--- src/rtl/sw_event_encoder_if.sv ---
// Pin-side and event-side signals of the switch/key panel conditioner.
// master = the encoder (drives the debounced levels and event stream).
interface sw_event_encoder_if;
   logic       KEY0;
   logic [4:0] SW;
   logic       EVT_VALID;
   logic [2:0] EVT_CODE;
   logic       KEY_DB;
   logic [4:0] SW_DB;
   logic       EVT_OVERRUN;

   modport master (input KEY0, SW, output EVT_VALID, EVT_CODE, KEY_DB, SW_DB, EVT_OVERRUN);
   modport slave  (output KEY0, SW, input EVT_VALID, EVT_CODE, KEY_DB, SW_DB, EVT_OVERRUN);
endinterface

--- src/rtl/sw_event_encoder.sv ---
// Synchronize, debounce and priority-serialize KEY0/SW[4:0] press edges into 3-bit events.
// Define SW_EVT_BYPASS_DEBOUNCE_EN to compile out the debounce counters (stable follows sync2).
module sw_event_lane #(
   parameter int DEBOUNCE_CYCLES = 50000,
   parameter int CNT_W           = 16
) (
   input  logic CLK,
   input  logic RESET,
   input  logic raw,
   output logic stable,
   output logic rise
);
   logic [1:0] sync;
   logic       take;

`ifdef SW_EVT_BYPASS_DEBOUNCE_EN
   assign take = (sync[1] != stable);
`else
   localparam logic [CNT_W-1:0] CNT_MAX = CNT_W'(DEBOUNCE_CYCLES - 1);
   logic [CNT_W-1:0] cnt;

   assign take = (sync[1] != stable) && (cnt == CNT_MAX);

   // Any return to the stable level restarts the count, filtering bounces.
   always_ff @(posedge CLK) begin
      if (RESET)                         cnt <= '0;
      else if (sync[1] == stable || take) cnt <= '0;
      else                               cnt <= cnt + 1'b1;
   end
`endif

   // Asserted in the cycle whose closing edge moves stable 0->1.
   assign rise = take & sync[1];

   always_ff @(posedge CLK) begin
      if (RESET) begin
         sync   <= '0;
         stable <= 1'b0;
      end else begin
         sync <= {sync[0], raw};
         if (take) stable <= sync[1];
      end
   end
endmodule

module sw_event_encoder #(
   parameter int DEBOUNCE_CYCLES = 50000,
   parameter int CNT_W           = 16,
   parameter bit ACTIVE_LOW_KEY  = 1'b1
) (
   input logic               CLK,
   input logic               RESET,
   sw_event_encoder_if.master io
);
   localparam int NUM_LANES = 6;

   typedef struct packed {
      logic       valid;
      logic [2:0] code;
   } evt_t;

   logic [NUM_LANES-1:0] raw, stable, rise, pending, grant;
   logic [2:0]           code;
   logic                 overrun_hit;
   evt_t                 evt_q;
   logic                 overrun_q;

   // Lane 0 is the key, lanes 1..5 are SW0..SW4, so lane index equals event code.
   assign raw = {io.SW, (ACTIVE_LOW_KEY ? ~io.KEY0 : io.KEY0)};

   for (genvar i = 0; i < NUM_LANES; i++) begin : g_lane
      sw_event_lane #(.DEBOUNCE_CYCLES(DEBOUNCE_CYCLES), .CNT_W(CNT_W)) u_lane (
         .CLK    (CLK),
         .RESET  (RESET),
         .raw    (raw[i]),
         .stable (stable[i]),
         .rise   (rise[i])
      );
   end

   always_comb begin
      grant = '0;
      code  = '0;
      for (int i = NUM_LANES - 1; i >= 0; i--) begin
         if (pending[i]) begin
            grant    = '0;
            grant[i] = 1'b1;
            code     = 3'(i);
         end
      end
   end

   assign overrun_hit = |(rise & pending & ~grant);

   always_ff @(posedge CLK) begin
      if (RESET) begin
         pending   <= '0;
         evt_q     <= '0;
         overrun_q <= 1'b0;
      end else begin
         // Set wins over clear so a re-arm during emission is kept.
         pending     <= (pending & ~grant) | rise;
         evt_q.valid <= |pending;
         if (|pending) evt_q.code <= code;
         if (overrun_hit) overrun_q <= 1'b1;
      end
   end

   assign io.EVT_VALID   = evt_q.valid;
   assign io.EVT_CODE    = evt_q.code;
   assign io.EVT_OVERRUN = overrun_q;
   assign io.KEY_DB      = stable[0];
   assign io.SW_DB       = stable[NUM_LANES-1:1];
endmodule

--- src/flat_wrapper.sv ---
// flat-port wrapper written by rule: the top's interface ports become plain ports
module sw_event_encoder_flat 
#(
   parameter int DEBOUNCE_CYCLES = 50000,
   parameter int CNT_W           = 16,
   parameter bit ACTIVE_LOW_KEY  = 1'b1
)
  (CLK, RESET, io_KEY0, io_SW, io_EVT_VALID, io_EVT_CODE, io_KEY_DB, io_SW_DB, io_EVT_OVERRUN);
  sw_event_encoder_if io_i ();
  input logic CLK;
  input logic RESET;
  input wire logic [$bits(io_i.KEY0)-1:0] io_KEY0;
  input wire logic [$bits(io_i.SW)-1:0] io_SW;
  output wire logic [$bits(io_i.EVT_VALID)-1:0] io_EVT_VALID;
  output wire logic [$bits(io_i.EVT_CODE)-1:0] io_EVT_CODE;
  output wire logic [$bits(io_i.KEY_DB)-1:0] io_KEY_DB;
  output wire logic [$bits(io_i.SW_DB)-1:0] io_SW_DB;
  output wire logic [$bits(io_i.EVT_OVERRUN)-1:0] io_EVT_OVERRUN;
  assign io_i.KEY0 = io_KEY0;
  assign io_i.SW = io_SW;
  assign io_EVT_VALID = io_i.EVT_VALID;
  assign io_EVT_CODE = io_i.EVT_CODE;
  assign io_KEY_DB = io_i.KEY_DB;
  assign io_SW_DB = io_i.SW_DB;
  assign io_EVT_OVERRUN = io_i.EVT_OVERRUN;
  sw_event_encoder #(.DEBOUNCE_CYCLES(DEBOUNCE_CYCLES), .CNT_W(CNT_W), .ACTIVE_LOW_KEY(ACTIVE_LOW_KEY)) u_core (.CLK(CLK), .RESET(RESET), .io(io_i));
endmodule
--- config.mk ---
export PLATFORM = sky130hd
export DESIGN_NAME = sw_event_encoder_flat
export DESIGN_NICKNAME = d
export VERILOG_FILES = /design/src/rtl/sw_event_encoder_if.sv /design/src/rtl/sw_event_encoder.sv /design/src/flat_wrapper.sv
export SDC_FILE = /design/constraint.sdc
export NUM_CORES = 1
export LEC_CHECK = 0
export CORE_UTILIZATION = 50
export CTS_CLUSTER_SIZE = 20
export DETAILED_ROUTE_END_ITERATION = 10
export HOLD_SLACK_MARGIN = 0.08
export PLACE_DENSITY = 0.73
export SYNTH_ARGS = -nofsm -noshare
export SYNTH_HDL_FRONTEND = slang
export SYNTH_SLANG_ARGS = --single-unit
--- constraint.sdc ---
create_clock -name CLK -period 2.2 [get_ports CLK]
set_input_delay 0.33 -clock CLK [delete_from_list [all_inputs] [get_ports CLK]]
set_output_delay 0.33 -clock CLK [all_outputs]
set_load 0.02 [all_outputs]
==> qor.csv, run 1 <==
stage,metric,value,unit
run_status,outcome,finished clean,
sta,fin_hold_ws,0.337,ns
setup_path,start_kind,register,
placed_design,place.gp.congestion,0.797,
sta,finalCriticalPeriod,2.05,ns
die,start_util,51.8,%
power_and_ir_drop,ir_drop,0.384,mV
power_and_ir_drop,netSwitchingPower,1.00,mW
clock_tree,tritoncts,done,
setup_path,required,2.56,ns
yosys,synth_fp_nets,603,
sta,fmax,489,MHz
setup_path,crit_fanout,16,
finish,mostFrequentLayoutCell,dfxtp_1,
worst_hold_path,hold_path_class,in -> reg,
global_route,grt_max_degree,36,
yosys,synthCells,589,
die,ioPinCount,19,
detailed_routing,vias_per_cell,5.38,
global_route,track_usage,19.7,%
clock_tree,numCtsBuffers,17,
yosys,synthTopCellsByArea,"dfxtp_1, xnor2_1, nor2_1",
sta,hold_violations,0,
power_and_ir_drop,comb_power_share,1.2,%
setup_path,critPathKind,reg -> reg,
yosys,syn_area,5400,sq um
clock_tree,cts_sinks,125,
die,die_w,106,microns
sta,post-route-period-util,93.0,%
clock_tree,cts_resized,0,
detailed_routing,drtAntennaViolNets,0,
global_route,antenna_found_initial,0,
finish,fin_nets,623,
detailed_routing,drtIter0Drc,160,
setup_path,arrival,2.41,ns
power_and_ir_drop,p_clk_share,53.9,%
sta,drv_slew,0,
global_route,grt_pass1_wl,17800,microns
placed_design,place_ws,0.190,ns
power_and_ir_drop,leakagePower,1.94,nW
yosys,ys_types,47,
finish,areaGrowthSynthToFinish,15.4,%
die,rows,37,
finish,finalInstanceArea,6230,sq um
clock_tree,cts-root-buf,clkbuf_8,
die,core,10400,sq um
detailed_routing,drc_errors,0,
power_and_ir_drop,switching_share,19.7,%
detailed_routing,first_pass_iters,6,
sta,finalSetupViolations,0,
global_route,grt-ovfl-total,0,
yosys,ys_seq_area_share,46.3,%
detailed_routing,drt_wl_total,10100,microns
clock_tree,cts_buffer_depth,2,
die,die_y,106,microns
sta,finClkSkew,0.00822,ns
placed_design,portBuffers,18,
clock_tree,holdBufCountCts,0,
clock_tree,clk_pin_slew_worst_paths,0.06,ns
detailed_routing,wl_per_cell,13.3,microns
power_and_ir_drop,p_int,4.09,mW
clock_tree,postCtsSetupBuffers,0,
yosys,synth_top_area_cell,dfxtp_1,
yosys,ys_async_sr_fraction,0,%
placed_design,place_area,5640,sq um
sta,setup_tns,0,ns
setup_path,cp-end-kind,register,
sta,worst_slack,0.155,ns
yosys,synth_edf_count,0,
power_and_ir_drop,sequentialPowerShare,44.9,%
power_and_ir_drop,power.density,818,nW/um^2
flow_run,max_cap_violations,0,
clock_tree,h-tree-depth,4,
detailed_routing,num_vias,4078,
yosys,yosys_warnings,0,
yosys,syn_area_per_cell,9.17,sq um
finish,insertedDiodeCount,0,
finish,drive_above_1_share,7.23,%
global_route,grt_pass1_vias,3992,
clock_tree,clk-insertion-delay-late,0.51,ns
sta,relSlewSlack,65.1,%
die,dieArea,11200,sq um
yosys,synth_ff_type,dfxtp_1,
placed_design,hpwlAfterDp,6710,microns
yosys,synth_seq_cells,125,
sta,worst_pin_slew,0.523,ns
finish,most-common-layout-cells,"dfxtp_1, nor2_1, xnor2_1, nand3_1, nand4_1",
yosys,synth_top_cell_area_share,46.3,%
sta,rsz0062_at_grt,no,
Yosys cell counts (6+ instances only):
cell type / n
a21oi_1: 15
and3_1: 9
buf_4: 9
buf_6: 6
clkbuf_1: 6
dfxtp_1: 125
ha_1: 6
inv_1: 21
mux2i_1: 6
nand2_1: 17
nand3_1: 32
nand4_1: 24
nor2_1: 113
nor2b_1: 13
nor3_1: 17
nor4_1: 17
o21ai_0: 8
or3_1: 13
or4bb_1: 7
xnor2_1: 59
xor2_1: 23
through the flow:
| stage | util [%] | power (mW) | cells |
|---|---|---|---|
| finish | 59.8 | 5.10 | 758 |
| global route | 59.8 | 5.27 | 758 |
| CTS | 59.8 | 5.15 | 758 |
| detailed placement | 54.2 | 2.40 | 726 |
| global placement | 54.2 | 2.39 | 726 |
| floorplan | - | 2.37 | 589 |
flip-flops by register name, summed over array words and instances (netlist names):
name	cells
u_core.pending	6
u_core.io.EVT_OVERRUN	1
u_core.g_lane.u_lane.cnt	96
u_core.g_lane.u_lane.sync	12
u_core.g_lane.u_lane.stable	6
u_core.io.EVT_CODE	3
u_core.io.EVT_VALID	1
cell families (layout without fill, tap and decap cells):
| logic type | Yosys count | in the layout | share of synthesized area [%] |
|---|---|---|---|
| AND/OR/NAND/NOR | 293 | 293 | 29.7 |
| buffers and inverters | 44 | 77 | 4.54 |
| AO/OA/AOI/OAI | 33 | 33 | 3.57 |
| flip-flops | 125 | 125 | 46.3 |
| adder cells (fa/ha/maj) | 6 | 6 | 1.39 |
| multiplexers | 6 | 6 | 1.11 |
| XOR/XNOR | 82 | 82 | 13.3 |
layer usage:
| layer | wire length (microns) | GRT usage (%) | vias up |
|---|---|---|---|
| li1 | - | - | 2062 |
| met1 | 4430 | 23.9 | 1910 |
| met2 | 5120 | 34.0 | 90 |
| met3 | 385 | 4.11 | 16 |
| met4 | 166 | 8.23 | 0 |
| met5 | 0 | 0 | - |
worst max-delay path: stages, from the launching register on:
cell	delay, ns
dfxtp_1	0.35
or4b_4	0.56
nor4_4	0.37
or3_1	0.50
nor2_1	0.13
area by class of cell:
class                      instances  area, sq um
tap                              136          170
sequential                       125         2500
clock inverter                    10          138
multi-input combinational        420         2650
clock buffer                      22          453
timing repair buffer              24          238
inverter                          21         78.8
fill                             875         4180
final timing paths:
check                                                                start                                         end  slack (ns)  depth (start not counted)
worst max-delay path             u_core.g_lane[4].u_lane.cnt[7]$_SDFF_PP0_   u_core.g_lane[4].u_lane.cnt[7]$_SDFF_PP0_        0.15                          4
worst min-delay path                                               io_KEY0  u_core.g_lane[0].u_lane.sync[0]$_SDFF_PP0_        0.34                          2
worst max register to register   u_core.g_lane[4].u_lane.cnt[7]$_SDFF_PP0_   u_core.g_lane[4].u_lane.cnt[7]$_SDFF_PP0_        0.15                          4
worst min register to register  u_core.g_lane[3].u_lane.sync[0]$_SDFF_PP0_  u_core.g_lane[3].u_lane.sync[1]$_SDFF_PP0_        0.43                          1
power by group through the flow:
stage               Clock (mW)  Sequential (mW)  Combinational (mW)
floorplan                    0             2.33              0.0414
CTS                       2.80             2.29              0.0613
global route              2.92             2.29              0.0677
global placement             0             2.33              0.0588
detailed placement           0             2.34              0.0609
finish                    2.75             2.29              0.0597
Note: power is estimated with default switching activity, not from simulation.
==> run 2, diff against run 1 <==
--- a/config.mk
+++ b/config.mk
@@ -5,11 +5,11 @@
 export SDC_FILE = /design/constraint.sdc
 export NUM_CORES = 1
 export LEC_CHECK = 0
-export CORE_UTILIZATION = 50
+export CORE_UTILIZATION = 55
 export CTS_CLUSTER_SIZE = 20
 export DETAILED_ROUTE_END_ITERATION = 10
 export HOLD_SLACK_MARGIN = 0.08
-export PLACE_DENSITY = 0.73
+export PLACE_DENSITY = 0.82
 export SYNTH_ARGS = -nofsm -noshare
 export SYNTH_HDL_FRONTEND = slang
 export SYNTH_SLANG_ARGS = --single-unit
==> constraint.sdc (replaced) <==
create_clock -name CLK -period 1.64 [get_ports CLK]
set_input_delay 0.246 -clock CLK [delete_from_list [all_inputs] [get_ports CLK]]
set_output_delay 0.246 -clock CLK [all_outputs]
set_load 0.02 [all_outputs]
==> qor.csv, run 2 (synthesized netlist as in run 1, its figures left out) <==
stage,metric,value,unit
global_route,grt_max_degree,18,
finish,fin_nets,699,
clock_tree,tritoncts,done,
finish,insertedDiodeCount,0,
sta,rsz0062_at_grt,yes,
placed_design,portBuffers,18,
die,die_w,101,microns
setup_path,cp-end-kind,register,
finish,top_regs,"u_core.g_lane.u_lane.cnt: 96 flops, u_core.g_lane.u_lane.sync: 12 flops",
finish,mostFrequentLayoutCell,dfxtp_1,
sta,finalSetupViolations,82,
sta,finClkSkew,0.00780,ns
sta,worst_slack,-0.186,ns
setup_path,worstPathCellList,or4_4 -> nor4_4 -> buf_4 -> mux2i_4 -> nor2_1,
clock_tree,clk-insertion-delay-late,0.54,ns
detailed_routing,drtAntennaViolNets,0,
placed_design,hpwlAfterDp,7430,microns
global_route,antenna_found_initial,0,
run_status,violations,setup timing,
setup_path,required,2.07,ns
sta,finalCriticalPeriod,1.83,ns
power_and_ir_drop,power.density,976,nW/um^2
sta,drv_slew,0,
sta,fin_hold_ws,0.208,ns
detailed_routing,drtIter0Drc,237,
setup_path,cpPeakStageDelay,0.54,ns
global_route,grt-ovfl-total,0,
flow_run,max_cap_violations,0,
die,core,9370,sq um
clock_tree,cts_sinks,125,
finish,areaGrowthSynthToFinish,38.8,%
worst_hold_path,hold_path_class,in -> reg,
global_route,grt_pass1_vias,4456,
clock_tree,cts-root-buf,clkbuf_8,
sta,hold_violations,0,
power_and_ir_drop,leakagePower,2.53,nW
setup_path,crit_fanout,2,
global_route,track_usage,25.2,%
setup_path,worst-path-buf-inv,1,
die,rows,35,
sta,worst_pin_slew,0.474,ns
run_status,outcome,"finished, violations left",
setup_path,crit_family,simple AND/OR/NAND/NOR gates,
finish,regMostFlops,u_core.g_lane.u_lane.cnt,
finish,fillers,543,
clock_tree,cts_buffer_depth,2,
clock_tree,numCtsBuffers,17,
die,start_util,57.6,%
setup_path,arrival,2.25,ns
detailed_routing,drt_wl_total,13700,microns
global_route,grt_pass1_wl,19800,microns
finish,drive_above_1_share,34.0,%
finish,most-common-layout-cells,"dfxtp_1, buf_4, nor2_1, xnor2_1, nand3_1",
sta,post-route-period-util,111,%
die,ioPinCount,19,
detailed_routing,first_pass_iters,5,
clock_tree,h-tree-depth,4,
die,die_y,101,microns
sta,relSlewSlack,68.3,%
detailed_routing,vias_per_cell,5.59,
power_and_ir_drop,ir_drop,1.14,mV
sta,fmax,548,MHz
clock_tree,clk_pin_slew_worst_paths,0.06,ns
setup_path,start_kind,register,
clock_tree,holdBufCountCts,0,
power_and_ir_drop,power,7.32,mW
setup_path,critPathSlowestCell,or4_4,
detailed_routing,wl_per_cell,16.5,microns
detailed_routing,num_vias,4625,
placed_design,place.gp.congestion,0.788,
finish,largest_reg_flops,96,
setup_path,critPathKind,reg -> reg,
die,dieArea,10200,sq um
detailed_routing,drc_errors,0,
## run 2: where the power goes
group / leakage [nW] / switching [mW] / internal [mW]
Sequential: 1.02 / 0.0146 / 3.05
Combinational: 1.19 / 0.0698 / 0.0707
Clock: 0.315 / 1.36 / 2.74
Total: 2.53 / 1.45 / 5.87
## run 2: metal layers
layer / wire (microns) / vias up / GRT usage, %
met5: 0 / - / 0
li1: - / 2220 / -
met2: 7160 / 114 / 45.2
met3: 552 / 57 / 7.63
met4: 598 / 0 / 11.6
met1: 5340 / 2234 / 27.1
## run 2: repair_timing
action | in CTS | in global routing
pin swaps | 11 | 38
gates cloned | 0 | 3
endpoints found under the setup margin | 79 | 107
gates resized for setup | 29 | 132
setup buffers | 0 | 4
hold endpoints to repair | 0 | 0
## run 2: final cells by class
type	instances	area (sq um)	share of cell area (%)
flip-flops and latches	125	2530	33.8
inverters	21	78.8	1.05
clock buffers	22	463	6.18
multi-input cells	420	3160	42.2
clock inverters	10	185	2.47
well taps	129	161	2.15
repair buffers	100	913	12.2
## run 2: final timing paths
check	startpoint	to	slack, ns	depth (start not counted)
min	io_KEY0	u_core.g_lane[0].u_lane.sync[0]$_SDFF_PP0_	0.21	2
max reg2reg	u_core.g_lane[0].u_lane.cnt[7]$_SDFF_PP0_	u_core.g_lane[0].u_lane.stable$_SDFFE_PP0N_	-0.19	5
max	u_core.g_lane[0].u_lane.cnt[7]$_SDFF_PP0_	u_core.g_lane[0].u_lane.stable$_SDFFE_PP0N_	-0.19	5
min reg2reg	u_core.g_lane[5].u_lane.sync[0]$_SDFF_PP0_	u_core.g_lane[5].u_lane.sync[1]$_SDFF_PP0_	0.44	1
## run 2: stage by stage
stage               instance area [sq um]  worst slack [ns]  utilization [%]  std cells  setup TNS, ns
finish                               7500            -0.186             80.0        827          -3.19
global route                         7500            -0.205             80.0        827          -7.86
CTS                                  6930            -0.151             73.9        820         -0.481
detailed placement                   6230           -0.0505             66.5        789         -0.954
global placement                     6230          -0.00678             66.5        789       -0.00978
floorplan                            5440           -0.0911                -        589          -3.31
==> run 3, diff against run 2 <==
--- a/config.mk
+++ b/config.mk
@@ -12,4 +12,5 @@
 export PLACE_DENSITY = 0.82
 export SYNTH_ARGS = -nofsm -noshare
 export SYNTH_HDL_FRONTEND = slang
+export SYNTH_HIERARCHICAL = 1
 export SYNTH_SLANG_ARGS = --single-unit
==> qor.csv, run 3 <==
stage,metric,value,unit
setup_path,worst-path-buf-inv,2,
sta,worst_slack,-0.0335,ns
yosys,ys_seq_area_share,45.5,%
finish,mostFrequentLayoutCell,dfxtp_1,
clock_tree,clk_pin_slew_worst_paths,0.06,ns
sta,finClkSkew,0.00599,ns
setup_path,worstPathCellList,ha_1 -> nand3_2 -> inv_1 -> nand4_1 -> nor4b_2 -> buf_4 -> nand3_1 -> a41oi_2,
setup_path,critPathKind,reg -> reg,
detailed_routing,drt_wl_total,12400,microns
yosys,yosys_warnings,6,
global_route,grt-ovfl-total,0,
yosys,synth_most_common_cell,dfxtp_1,
yosys,synth_fp_nets,620,
yosys,synth_ff_type,dfxtp_1,
global_route,grt_max_degree,24,
finish,fillers,717,
finish,drive_above_1_share,19.4,%
detailed_routing,num_vias,4665,
detailed_routing,drc_errors,0,
global_route,antenna_found_initial,0,
yosys,synth_edf_count,0,
sta,finalCriticalPeriod,1.67,ns
setup_path,cpPeakStageDelay,0.37,ns
setup_path,cp-end-kind,register,
yosys,synthTopCellsByArea,"dfxtp_1, xnor2_1, nor2_1",
flow_run,max_cap_violations,0,
yosys,synthAdderAreaFrac,1.36,%
sta,post-route-period-util,102,%
sta,relSlewSlack,68.8,%
sta,fmax,598,MHz
die,dieArea,10400,sq um
power_and_ir_drop,ir_drop,0.907,mV
setup_path,start_kind,register,
setup_path,arrival,2.12,ns
global_route,track_usage,25.6,%
detailed_routing,first_pass_iters,5,
global_route,grt_pass1_wl,20500,microns
sta,finalSetupViolations,1,
die,core,9730,sq um
finish,insertedDiodeCount,0,
setup_path,required,2.08,ns
yosys,synth_xor_area_share,13.4,%
yosys,synthMuxAreaShare,0,%
sta,rsz0062_at_grt,yes,
yosys,synth_top_cell_area_share,45.5,%
setup_path,critPathSlowestCell,dfxtp_1,
yosys,synth_seq_cells,125,
finish,areaGrowthSynthToFinish,27.6,%
finish,largest_reg_flops,96,
detailed_routing,drtIter0Drc,226,
worst_hold_path,hold_path_class,in -> reg,
finish,final_cells,838,
placed_design,place.gp.congestion,0.841,
yosys,synth-compound-area-share,5.55,%
power_and_ir_drop,leakagePower,2.39,nW
clock_tree,numCtsBuffers,17,
placed_design,portBuffers,18,
sta,fin_hold_ws,0.172,ns
sta,worst_pin_slew,0.468,ns
run_status,outcome,"finished, violations left",
finish,top_regs,"u_core/g_lane.u_lane/cnt: 96 flops, u_core/g_lane.u_lane/sync: 12 flops",
clock_tree,cts-root-buf,clkbuf_8,
yosys,syn_area,5500,sq um
yosys,synth_top_area_cell,dfxtp_1,
global_route,grt_use_met2,46.2,%
clock_tree,clk-insertion-delay-late,0.52,ns
yosys,synth_simple_gate_area_share,31.5,%
finish,fin_nets,707,
die,die_w,102,microns
setup_path,crit_fanout,4,
die,die_y,102,microns
finish,most-common-layout-cells,"dfxtp_1, nor2_1, xnor2_1, buf_4, nand4_1",
detailed_routing,wl_per_cell,14.8,microns
yosys,syn_area_per_cell,9.08,sq um
global_route,grtUsageMet1,26.7,%
sta,hold_violations,0,
clock_tree,tritoncts,done,
yosys,synth_commonest_cells,"dfxtp_1, nor2_1, xnor2_1",
finish,regMostFlops,u_core/g_lane.u_lane/cnt,
detailed_routing,drtAntennaViolNets,0,
placed_design,hpwlAfterDp,8100,microns
sta,drv_slew,0,
clock_tree,cts_buffer_depth,2,
die,start_util,56.6,%
die,ioPinCount,19,
yosys,synthCells,606,
yosys,synth_top_family_by_area,simple AND/OR/NAND/NOR gates,
die,rows,36,
setup_path,reg2reg_setup_slack,-0.03,ns
clock_tree,h-tree-depth,4,
placed_design,place_inst,802,
clock_tree,cts_sinks,125,
setup_path,crit_family,simple AND/OR/NAND/NOR gates,
power_and_ir_drop,power.density,972,nW/um^2
global_route,grt.busiest_layer,met2,
detailed_routing,vias_per_cell,5.57,
yosys,ys_types,36,
global_route,grt_pass1_vias,4646,
global_route,use_met3,9.17,%
yosys,ys_async_sr_fraction,0,%
run_status,violations,setup timing,
[run 3: cell count changes after synthesis, sizes merged, moves of 7 or more]
cell   change
nand4     +18
nor3      +16
nor2      -12
nor2b     +12
or3       -12
buf       -11
nor4b     +11
nand2      +8
inv        +7
or4bb      -7
[run 3: final timing paths]
check	startpoint	end	cells after the start
worst min-delay path	RESET	u_core/g_lane[1].u_lane/sync[0]$_SDFF_PP0_	2
worst max-delay path	u_core/g_lane[4].u_lane/cnt[1]$_SDFF_PP0_	u_core/io.EVT_OVERRUN$_SDFFE_PP0P_	8
worst min register to register	u_core/g_lane[4].u_lane/sync[0]$_SDFF_PP0_	u_core/g_lane[4].u_lane/sync[1]$_SDFF_PP0_	1
worst max register to register	u_core/g_lane[4].u_lane/cnt[1]$_SDFF_PP0_	u_core/io.EVT_OVERRUN$_SDFFE_PP0P_	8
[run 3: area by class of cell]
type                            instances  area [sq um]  area share [%]
Multi-Input combinational cell        446          3020            43.0
Sequential cell                       125          2510            35.8
Inverter                               28           105            1.50
Clock inverter                          7           113            1.60
Clock buffer                           24           460            6.55
Tap cell                              133           166            2.37
Timing Repair Buffer                   75           646            9.19
[run 3: cells by family (layout without fill, tap and decap cells)]
family | after synthesis | count (layout)
compound gates | 45 | 45
fa+ha+maj | 6 | 6
xor+xnor | 84 | 84
buf+inv | 35 | 134
flops | 125 | 125
simple gates | 311 | 311
[run 3: through the flow]
stage	setup WS, ns	TNS [ns]	utilization, %	area, sq um	total power [mW]
finish	-0.0335	-0.0335	72.2	7030	6.83
floorplan	0.000483	0	-	5540	3.18
detailed placement	-0.128	-0.128	64.5	6270	3.25
CTS	0.00165	0	71.2	6930	6.89
global placement	-0.0224	-0.0224	64.5	6270	3.24
global route	-0.121	-0.121	72.2	7030	7.05
[run 3: timing repair]
item | 4_1_cts | 5_1_grt
hold buffers | 0 | 0
endpoints found under the hold margin | 0 | 0
setup buffers | 3 | 2
pin swaps | 9 | 11
gates resized for setup | 23 | 21
setup endpoints to repair | 12 | 22
gates cloned | 0 | 1
[run 3: routing by layer]
layer / wire, microns / vias to the layer above
met4: 209 / 0
li1: - / 2328
met5: 0 / -
met3: 433 / 21
met1: 5180 / 2231
met2: 6600 / 85
[run 3: report_power, final]
part	internal [mW]	total, mW	switching (mW)	leakage (nW)
combinational	0.0570	0.121	0.0638	1.09
clock	2.38	3.64	1.26	0.279
sequential	3.06	3.07	0.00864	1.01
